`config.mk`:
```
export PLATFORM = sky130hd
export DESIGN_NAME = imm_encode_stream_flat
export DESIGN_NICKNAME = d
export VERILOG_FILES = /design/src/rtl/imm_encode_stream_pkg.sv /design/src/rtl/imm_encode_stream_if.sv /design/src/rtl/imm_encode_stream_field_pack.sv /design/src/rtl/imm_encode_stream.sv /design/src/flat_wrapper.sv
export SDC_FILE = /design/constraint.sdc
export NUM_CORES = 1
export LEC_CHECK = 0
export CAP_MARGIN = 10
export CORE_MARGIN = 1
export CORE_UTILIZATION = 52
export DETAILED_ROUTE_END_ITERATION = 6
export PLACE_DENSITY = 0.83
export SLEW_MARGIN = 20
export SYNTH_ARGS = -nofsm -noshare
export SYNTH_HDL_FRONTEND = slang
export SYNTH_SLANG_ARGS = --single-unit
```
`constraint.sdc`:
```
create_clock -name clk -period 4.9 [get_ports clk]
set_input_delay 0.98 -clock clk [delete_from_list [all_inputs] [get_ports clk]]
set_output_delay 0.98 -clock clk [all_outputs]
set_load 0.01 [all_outputs]
```
`src/rtl/imm_encode_stream_pkg.sv`:
```
// Shared definitions for the instruction-memory load-path immediate encoder.
// Also consumed by the core's immediate decode side (INSTR_W, IMM_* codes).
package imm_encode_stream_pkg;

  localparam int unsigned INSTR_W   = 32;
  localparam int unsigned ADDR_W    = 32;
  localparam int unsigned IMM_W     = 32;
  localparam int unsigned IMM_SRC_W = 2;

  localparam logic [IMM_SRC_W-1:0] IMM_I = 2'b00;
  localparam logic [IMM_SRC_W-1:0] IMM_S = 2'b01;
  localparam logic [IMM_SRC_W-1:0] IMM_B = 2'b10;

  typedef struct packed {
    logic [INSTR_W-1:0] instr;
    logic               err;
  } enc_word_t;

  typedef struct packed {
    logic [INSTR_W-1:0] instr;
    logic [ADDR_W-1:0]  addr;
    logic               err;
  } out_word_t;

  // True when bits [IMM_W-1:lsb] are all copies of the sign bit.
  function automatic logic upper_uniform(input logic [IMM_W-1:0] v, input int unsigned lsb);
    logic ok;
    ok = 1'b1;
    for (int unsigned i = 0; i < IMM_W; i++) begin
      if (i >= lsb && v[i] != v[IMM_W-1]) ok = 1'b0;
    end
    return ok;
  endfunction

endpackage

```
`src/rtl/imm_encode_stream_if.sv`:
```
// Input and output stream channels of the immediate encoder.
interface imm_encode_stream_if import imm_encode_stream_pkg::*; ();

  logic                 in_valid;
  logic                 in_ready;
  logic [INSTR_W-1:0]   in_base;
  logic [IMM_W-1:0]     in_imm;
  logic [IMM_SRC_W-1:0] in_imm_src;

  logic                 out_valid;
  logic                 out_ready;
  logic [INSTR_W-1:0]   out_instr;
  logic [ADDR_W-1:0]    out_addr;
  logic                 out_err;

  modport master (
    output in_valid, in_base, in_imm, in_imm_src, out_ready,
    input  in_ready, out_valid, out_instr, out_addr, out_err
  );

  modport slave (
    input  in_valid, in_base, in_imm, in_imm_src, out_ready,
    output in_ready, out_valid, out_instr, out_addr, out_err
  );

endinterface

```
`src/rtl/imm_encode_stream_field_pack.sv`:
```
// Combinational range check and scatter of an immediate into I/S/B fields.
module imm_field_pack
  import imm_encode_stream_pkg::*;
(
  input  logic [INSTR_W-1:0]   base,
  input  logic [IMM_W-1:0]     imm,
  input  logic [IMM_SRC_W-1:0] imm_src,
  output logic [INSTR_W-1:0]   instr,
  output logic                 err
);

  always_comb begin
    instr = base;
    err   = 1'b0;
    case (imm_src)
      IMM_I: begin
        err          = !upper_uniform(imm, 11);
        instr[31:20] = err ? 12'd0 : imm[11:0];
      end
      IMM_S: begin
        err          = !upper_uniform(imm, 11);
        instr[31:25] = err ? 7'd0 : imm[11:5];
        instr[11:7]  = err ? 5'd0 : imm[4:0];
      end
      IMM_B: begin
        // Branch offsets are halfword aligned; bit 0 has no encoding slot.
        err          = !upper_uniform(imm, 12) || imm[0];
        instr[31]    = err ? 1'b0 : imm[12];
        instr[7]     = err ? 1'b0 : imm[11];
        instr[30:25] = err ? 6'd0 : imm[10:5];
        instr[11:8]  = err ? 4'd0 : imm[4:1];
      end
      default: err = 1'b1;
    endcase
  end

endmodule

```
`src/rtl/imm_encode_stream.sv`:
```
// Two-stage streaming immediate encoder with running byte address and error count.
module imm_encode_stream
  import imm_encode_stream_pkg::*;
#(
  parameter int unsigned CNT_W = 16
) (
  input  logic              clk,
  input  logic              rst,
  imm_encode_stream_if.slave bus,
  input  logic              addr_load,
  input  logic [ADDR_W-1:0] addr_init,
  output logic [CNT_W-1:0]  err_count
);

  logic              s1_valid;
  enc_word_t         s1_q;
  enc_word_t         enc_c;
  logic              s2_valid;
  out_word_t         s2_q;
  logic [ADDR_W-1:0] addr_cnt;
  logic [ADDR_W-1:0] cap_addr_c;
  logic              s1_load_c;
  logic              s2_load_c;
  logic              out_fire_c;

  imm_field_pack u_pack (
    .base    (bus.in_base),
    .imm     (bus.in_imm),
    .imm_src (bus.in_imm_src),
    .instr   (enc_c.instr),
    .err     (enc_c.err)
  );

  assign s2_load_c    = s1_valid && (!s2_valid || bus.out_ready);
  assign bus.in_ready = !s1_valid || s2_load_c;
  assign s1_load_c    = bus.in_valid && bus.in_ready;
  assign out_fire_c   = s2_valid && bus.out_ready;
  // A load coinciding with a capture redirects that very word.
  assign cap_addr_c   = addr_load ? addr_init : addr_cnt;

  // Stage 1: encoded word and error flag.
  always_ff @(posedge clk) begin
    if (rst) begin
      s1_valid <= 1'b0;
      s1_q     <= '0;
    end else if (s1_load_c) begin
      s1_valid <= 1'b1;
      s1_q     <= enc_c;
    end else if (s2_load_c) begin
      s1_valid <= 1'b0;
    end
  end

  // Stage 2: output word with its address; holds while stalled.
  always_ff @(posedge clk) begin
    if (rst) begin
      s2_valid <= 1'b0;
      s2_q     <= '0;
    end else if (s2_load_c) begin
      s2_valid <= 1'b1;
      s2_q     <= '{instr: s1_q.instr, addr: cap_addr_c, err: s1_q.err};
    end else if (bus.out_ready) begin
      s2_valid <= 1'b0;
    end
  end

  always_ff @(posedge clk) begin
    if (rst) begin
      addr_cnt <= '0;
    end else if (s2_load_c) begin
      addr_cnt <= cap_addr_c + ADDR_W'(4);
    end else if (addr_load) begin
      addr_cnt <= addr_init;
    end
  end

  always_ff @(posedge clk) begin
    if (rst) begin
      err_count <= '0;
    end else if (out_fire_c && s2_q.err && !(&err_count)) begin
      err_count <= err_count + CNT_W'(1);
    end
  end

  assign bus.out_valid = s2_valid;
  assign bus.out_instr = s2_q.instr;
  assign bus.out_addr  = s2_q.addr;
  assign bus.out_err   = s2_q.err;

endmodule

```
`src/flat_wrapper.sv`:
```
// flat-port wrapper written by rule: the top's interface ports become plain ports
module imm_encode_stream_flat import imm_encode_stream_pkg::*;
#(
  parameter int unsigned CNT_W = 16
)
  (clk, rst, addr_load, addr_init, err_count, bus_in_valid, bus_in_base, bus_in_imm, bus_in_imm_src, bus_out_ready, bus_in_ready, bus_out_valid, bus_out_instr, bus_out_addr, bus_out_err);
  imm_encode_stream_if bus_i ();
  input  logic clk;
  input  logic rst;
  input  logic addr_load;
  input  logic [ADDR_W-1:0] addr_init;
  output logic [CNT_W-1:0] err_count;
  input wire logic [$bits(bus_i.in_valid)-1:0] bus_in_valid;
  input wire logic [$bits(bus_i.in_base)-1:0] bus_in_base;
  input wire logic [$bits(bus_i.in_imm)-1:0] bus_in_imm;
  input wire logic [$bits(bus_i.in_imm_src)-1:0] bus_in_imm_src;
  input wire logic [$bits(bus_i.out_ready)-1:0] bus_out_ready;
  output wire logic [$bits(bus_i.in_ready)-1:0] bus_in_ready;
  output wire logic [$bits(bus_i.out_valid)-1:0] bus_out_valid;
  output wire logic [$bits(bus_i.out_instr)-1:0] bus_out_instr;
  output wire logic [$bits(bus_i.out_addr)-1:0] bus_out_addr;
  output wire logic [$bits(bus_i.out_err)-1:0] bus_out_err;
  assign bus_i.in_valid = bus_in_valid;
  assign bus_i.in_base = bus_in_base;
  assign bus_i.in_imm = bus_in_imm;
  assign bus_i.in_imm_src = bus_in_imm_src;
  assign bus_i.out_ready = bus_out_ready;
  assign bus_in_ready = bus_i.in_ready;
  assign bus_out_valid = bus_i.out_valid;
  assign bus_out_instr = bus_i.out_instr;
  assign bus_out_addr = bus_i.out_addr;
  assign bus_out_err = bus_i.out_err;
  imm_encode_stream #(.CNT_W(CNT_W)) u_core (.clk(clk), .rst(rst), .bus(bus_i), .addr_load(addr_load), .addr_init(addr_init), .err_count(err_count));
endmodule
```
Word-level counts from Yosys, hierarchy flattened:

Index checks and enable logic that the tools add are counted.

* register bits after elaboration: 148
* output and inout port bits: 83

* add/subtract/negate cells: 2
* equal/unequal tests: 22
* mux-type cells: 59
* reductions and logical operators: 18

Operator list (count)
* $mux W32: 2
* $mux W1: 48
* $add A32 B3 Y32 const B: 1
* $pmux W7 S3: 1
* $ne A1 B1 Y1: 20
* $add A16 B1 Y16 const B: 1
* $reduce_and A16 Y1: 1
* $mux W12: 1
* $mux W5: 2
* $pmux W5 S2: 1
* $mux W7: 1
* $logic_not A1 Y1: 6
* $mux W6: 1
* $logic_and A1 B1 Y1: 5
* $mux W4: 1
* $reduce_bool A2 Y1: 2
* $logic_or A1 B1 Y1: 3
* $pmux W1 S3: 1
* $eq A2 B1 Y1 const B: 1
* $eq A2 B2 Y1 const B: 1
* $logic_not A2 Y1: 1

Depth between registers and ports, before layout:

* depth in word-level cells: 25
* mapped depth: 13

Cells and area by module:

From an unflattened synthesis, not the netlist that was laid out.

* cell total of the unflattened synthesis: 849
* area, all modules: 6926.6 um^2

Modules (own cells, without submodules)
* imm_encode_stream: times used 1, cells an instance 746, area an instance 6261.0 um^2, seq. area each 2962.8 um^2
* imm_field_pack: times used 1, cells an instance 103, area an instance 665.6 um^2, seq. area each 0.0 um^2

Worst setup path after synthesis:

OpenSTA, ideal clock, no wires.

* path kind: input to register
* from: input addr_load
* to: register u_core.addr_cnt[24]
* arrival time: 3.123 ns
* required time: 4.777 ns
* path slack: 1.653 ns
* stages: 13
* cells stage by stage: buf_6 > buf_12 > buf_8 > buf_4 > buf_2 > mux2i_1 > inv_1 > ha_1 > and4_1 > and3_1 > buf_4 > o211ai_1 > mux2_1

* cells in the longest elaborated chain, start to end: 3

RTL lines
* from (decl): RTL line flat_wrapper.sv:10 `input logic addr_load;`
* $mux W32: RTL line imm_encode_stream.sv:39 `assign cap_addr_c = addr_load ? addr_init : addr_cnt;`
* net u_core.cap_addr_c[3]: RTL line imm_encode_stream.sv:21 `logic [ADDR_W-1:0] cap_addr_c;`
* $add A32 B3 Y32: RTL line imm_encode_stream.sv:71 `addr_cnt <= cap_addr_c + ADDR_W'(4);`
* $mux W32: RTL line imm_encode_stream.sv:70 `end else if (s2_load_c) begin`
* to (signal assigned): RTL line imm_encode_stream.sv:71
* to (signal assigned): RTL line imm_encode_stream.sv:73 `addr_cnt <= addr_init;`
* to (decl): RTL line imm_encode_stream.sv:20 `logic [ADDR_W-1:0] addr_cnt;`

The timed path passes the listed nets, and every way through them passes these cells.
A chain may end at the register's enable or synchronous reset.

Worst setup path in the final report:

Same ends and word-level chain as after synthesis.

==> impl_metrics.toml <==
[clock_tree]
cts-root-buf = "clkbuf_16"
post_cts_buffers = 0
cts_max_level = 4
path_clk_slew_ns = 0.06
cts_buffer_depth = 2
ctsHoldBuffers = 0
clock_latency_ns = 0.43
cts_buffers = 17
cts_tree = "built"
cts-resized-gates = 0
cts_sinks = 148

[job]
max_cap_violations = 0

[worst_setup_path]
slowest_stage = "buf_2"
cp-start-kind = "primary input"
end_kind = "flop"
slowest_delay_ns = 0.67
critPathRequiredTime_ns = 5.21
worst-path-buf-inv = 2
crit_type = "primary input to flop"
reg2reg_to = "u_core.addr_cnt[24]$_SDFF_PP0_"
critical_path_arrival_ns = 3.61
crit_fanout = 42
cp_top_family = "simple AND/OR/NAND/NOR gates"
r2r_start = "u_core.addr_cnt[3]$_SDFF_PP0_"
r2r_setup_slack_ns = 2.68
r2r_cells = 7
crit_chain = "buf_2 -> mux2i_1 -> inv_1 -> ha_1 -> and4_1 -> and3_1 -> o211ai_1 -> mux2_1"

[synthesis]
postSynth.asyncResetShare_pct = 0
synthDistinctLibCells = 66
synth.net_count = 898
yosysTopAreaCell = "dfxtp_1"
ys_seq_area_share_pct = 44.1
synth.area.top_cells = "dfxtp_1 44%, nand2_1 6.9%, a21oi_1 4.8%"
ys.flop_type = "dfxtp_1"
netlist_instances = 789
synth-seq-cells = 148
synth_top_area_share_pct = 44.1
yosys_warnings = 0
syn_area_sq_um = 6720
synth_edf_count = 0
avgSynthCellArea_sq_um = 8.51

[floorplanning]
die_y_microns = 116
rows = 41
ioPinCount = 186
core_sq_um = 12600
dieArea_sq_um = 13400
start_util_pct = 53.2
die_width_microns = 116

[route]
drc = 0
drtIter0Drc = 345
wl_per_cell_microns = 15.2
dr.pass1.iters = 6
wirelength_mm = 17.1
avgViaCountPerCell = 5.55
drtAntennaViolNets = 0
num_vias = 6258

[layout]
final_nets = 1052
fillers = 1015
layout_commonest_cell = "clkdlybuf4s50_1"
drive_gt1_share_pct = 6.59
syn2layout_area_growth_pct = 36.7
stdcell_count = 1128
antenna_cells = 0
mostFrequentLayoutCells = "183 x clkdlybuf4s50_1, 148 x dfxtp_1, 123 x nand2_1"

[sta]
tightest_slew_ns = 0.979
final-setup-viol-count = 0
finalSetupTns_ns = 0
rsz0062_at_grt = "no"
maxSlewViolCount = 0
fmaxAchievable_mhz = 303
timing.final.hold_violations = 0
period_share_pct = 67.3
period_needed_ns = 3.30
max_slew_margin_pct = 34.7
whs_ns = 0.448
fin_worst_skew_ns = 0.0112

[outcome]
run_status = "finished, final reports clean"

[worst_hold_path]
min_to = "u_core.bus.out_instr[7]$_SDFFE_PP0P_"
hold_start = "u_core.s1_q[8]$_SDFFE_PP0P_"
hold_class = "flop to flop"
min_path_cells = 2

[global_route]
first_global_vias = 5884
grt_max_degree = 95
track_usage_pct = 26.3
grtUsageMet1_pct = 30.7
grt_antenna_before_repair = 0
gr-total-overflow = 0
grt_util_met2_pct = 45.5
top_usage_layer = "met2"
grt_util_met3_pct = 7.06
grt_pass1_wl_mm = 27.6

[placed_design]
place_congestion = 0.841
hpwlAfterDp_mm = 11.8
portBuffers = 185
dp.cells = 1096

[pwr]
vdd_drop_max_uv = 230
powerDensity_nw_per_um2 = 333
p_leak_nw = 3.40
## cell families (layout without fill, tap and decap cells)
kind of cell | count (synthesis) | count (layout) | synth area share (%)
and+or+nand+nor | 348 | 348 | 25.3
AOI/OAI and AO/OA | 161 | 161 | 16.1
DFF | 148 | 148 | 44.1
buffers and inverters | 67 | 234 | 4.62
muxes | 35 | 35 | 5.57
xor gates and xnor gates | 24 | 24 | 3.13
adders and majority gates | 6 | 6 | 1.12
## stage by stage
step | cell area [sq um] | total power [W] | utilization, % | setup WS (ns)
3_5_place_dp | 8550 | 0.00170 | 67.8 | 1.22
4_1_cts | 9180 | 0.00307 | 72.7 | 1.66
5_1_grt | 9180 | 0.00316 | 72.7 | 1.42
3_3_place_gp | 8550 | 0.00169 | 67.8 | 1.33
2_1_floorplan | 6720 | 0.00152 | - | 1.65
6_report | 9180 | 0.00305 | 72.7 | 1.60
## cell type report
cell class | instances | area (sq um) | area share [%]
clock buffer | 17 | 425 | 4.63
clock inverter | 15 | 203 | 2.21
inverter | 12 | 45.0 | 0.491
multi-input combinational | 574 | 3450 | 37.5
sequential | 148 | 2960 | 32.3
tap | 172 | 215 | 2.34
timing repair buffer | 190 | 1880 | 20.5
## cells in the mapped netlist, types with 4 or more instances
cell type  number
nor2_1         85
nand4_1        22
a211oi_1       37
nand2b_1        8
nand2_1       123
nand3_1        21
and4_1          4
ha_1            6
mux2i_1        23
xnor2_1        17
nand3b_1        6
nor2b_1         4
clkbuf_1       38
buf_2           4
and2_1          4
dfxtp_1       148
nor3b_1         4
nor3_1         27
buf_1           6
or3_1           4
inv_1          12
a311oi_1        5
and3_1         12
nor4_1         10
mux2_2          6
a32oi_1         7
a21oi_1        65
o21ai_0        13
a31oi_1         8
xor2_1          7
## metal layers
metal | share of wire (%) | routed length, microns | up-vias
met5 | 0 | 0 | -
li1 | - | - | 3115
met4 | 2.3 | 397 | 0
met3 | 6.9 | 1180 | 36
met1 | 42 | 7240 | 2885
met2 | 48 | 8280 | 222
## where the power goes
| part | leakage (nW) | switching (W) | internal [W] | total, W |
|---|---|---|---|---|
| logic | 1.88 | 0.000186 | 0.000194 | 0.000379 |
| clock network | 0.304 | 0.000520 | 0.000856 | 0.00138 |
| registers | 1.21 | 0.0000333 | 0.00126 | 0.00130 |
## tightest hold or removal path, cell delays in order, from the launching register on
cell and delay, ns:
dfxtp_1 0.31, nand2_1 0.05, a21oi_1 0.05
## worst max-delay path by stage
stage	cells after the start	startpoint	slack, ns	to
finish	8	addr_load	1.60	u_core.addr_cnt[24]$_SDFF_PP0_
global route	8	addr_load	1.42	u_core.addr_cnt[24]$_SDFF_PP0_
CTS	3	bus_out_ready	1.66	bus_in_ready
detailed placement	8	addr_load	1.22	u_core.addr_cnt[24]$_SDFF_PP0_
global placement	8	addr_load	1.33	u_core.addr_cnt[24]$_SDFF_PP0_
floorplan	13	addr_load	1.65	u_core.addr_cnt[24]$_SDFF_PP0_
## sequential cells by signal (all words and copies together), names as in the netlist
signal                cells
u_core.bus.out_valid      1
u_core.s1_q              33
u_core.bus.out_err        1
u_core.s1_valid           1
u_core.bus.out_instr     32
u_core.err_count         16
u_core.bus.out_addr      32
u_core.addr_cnt          32
No activity file was read; power rests on OpenSTA's default activity.
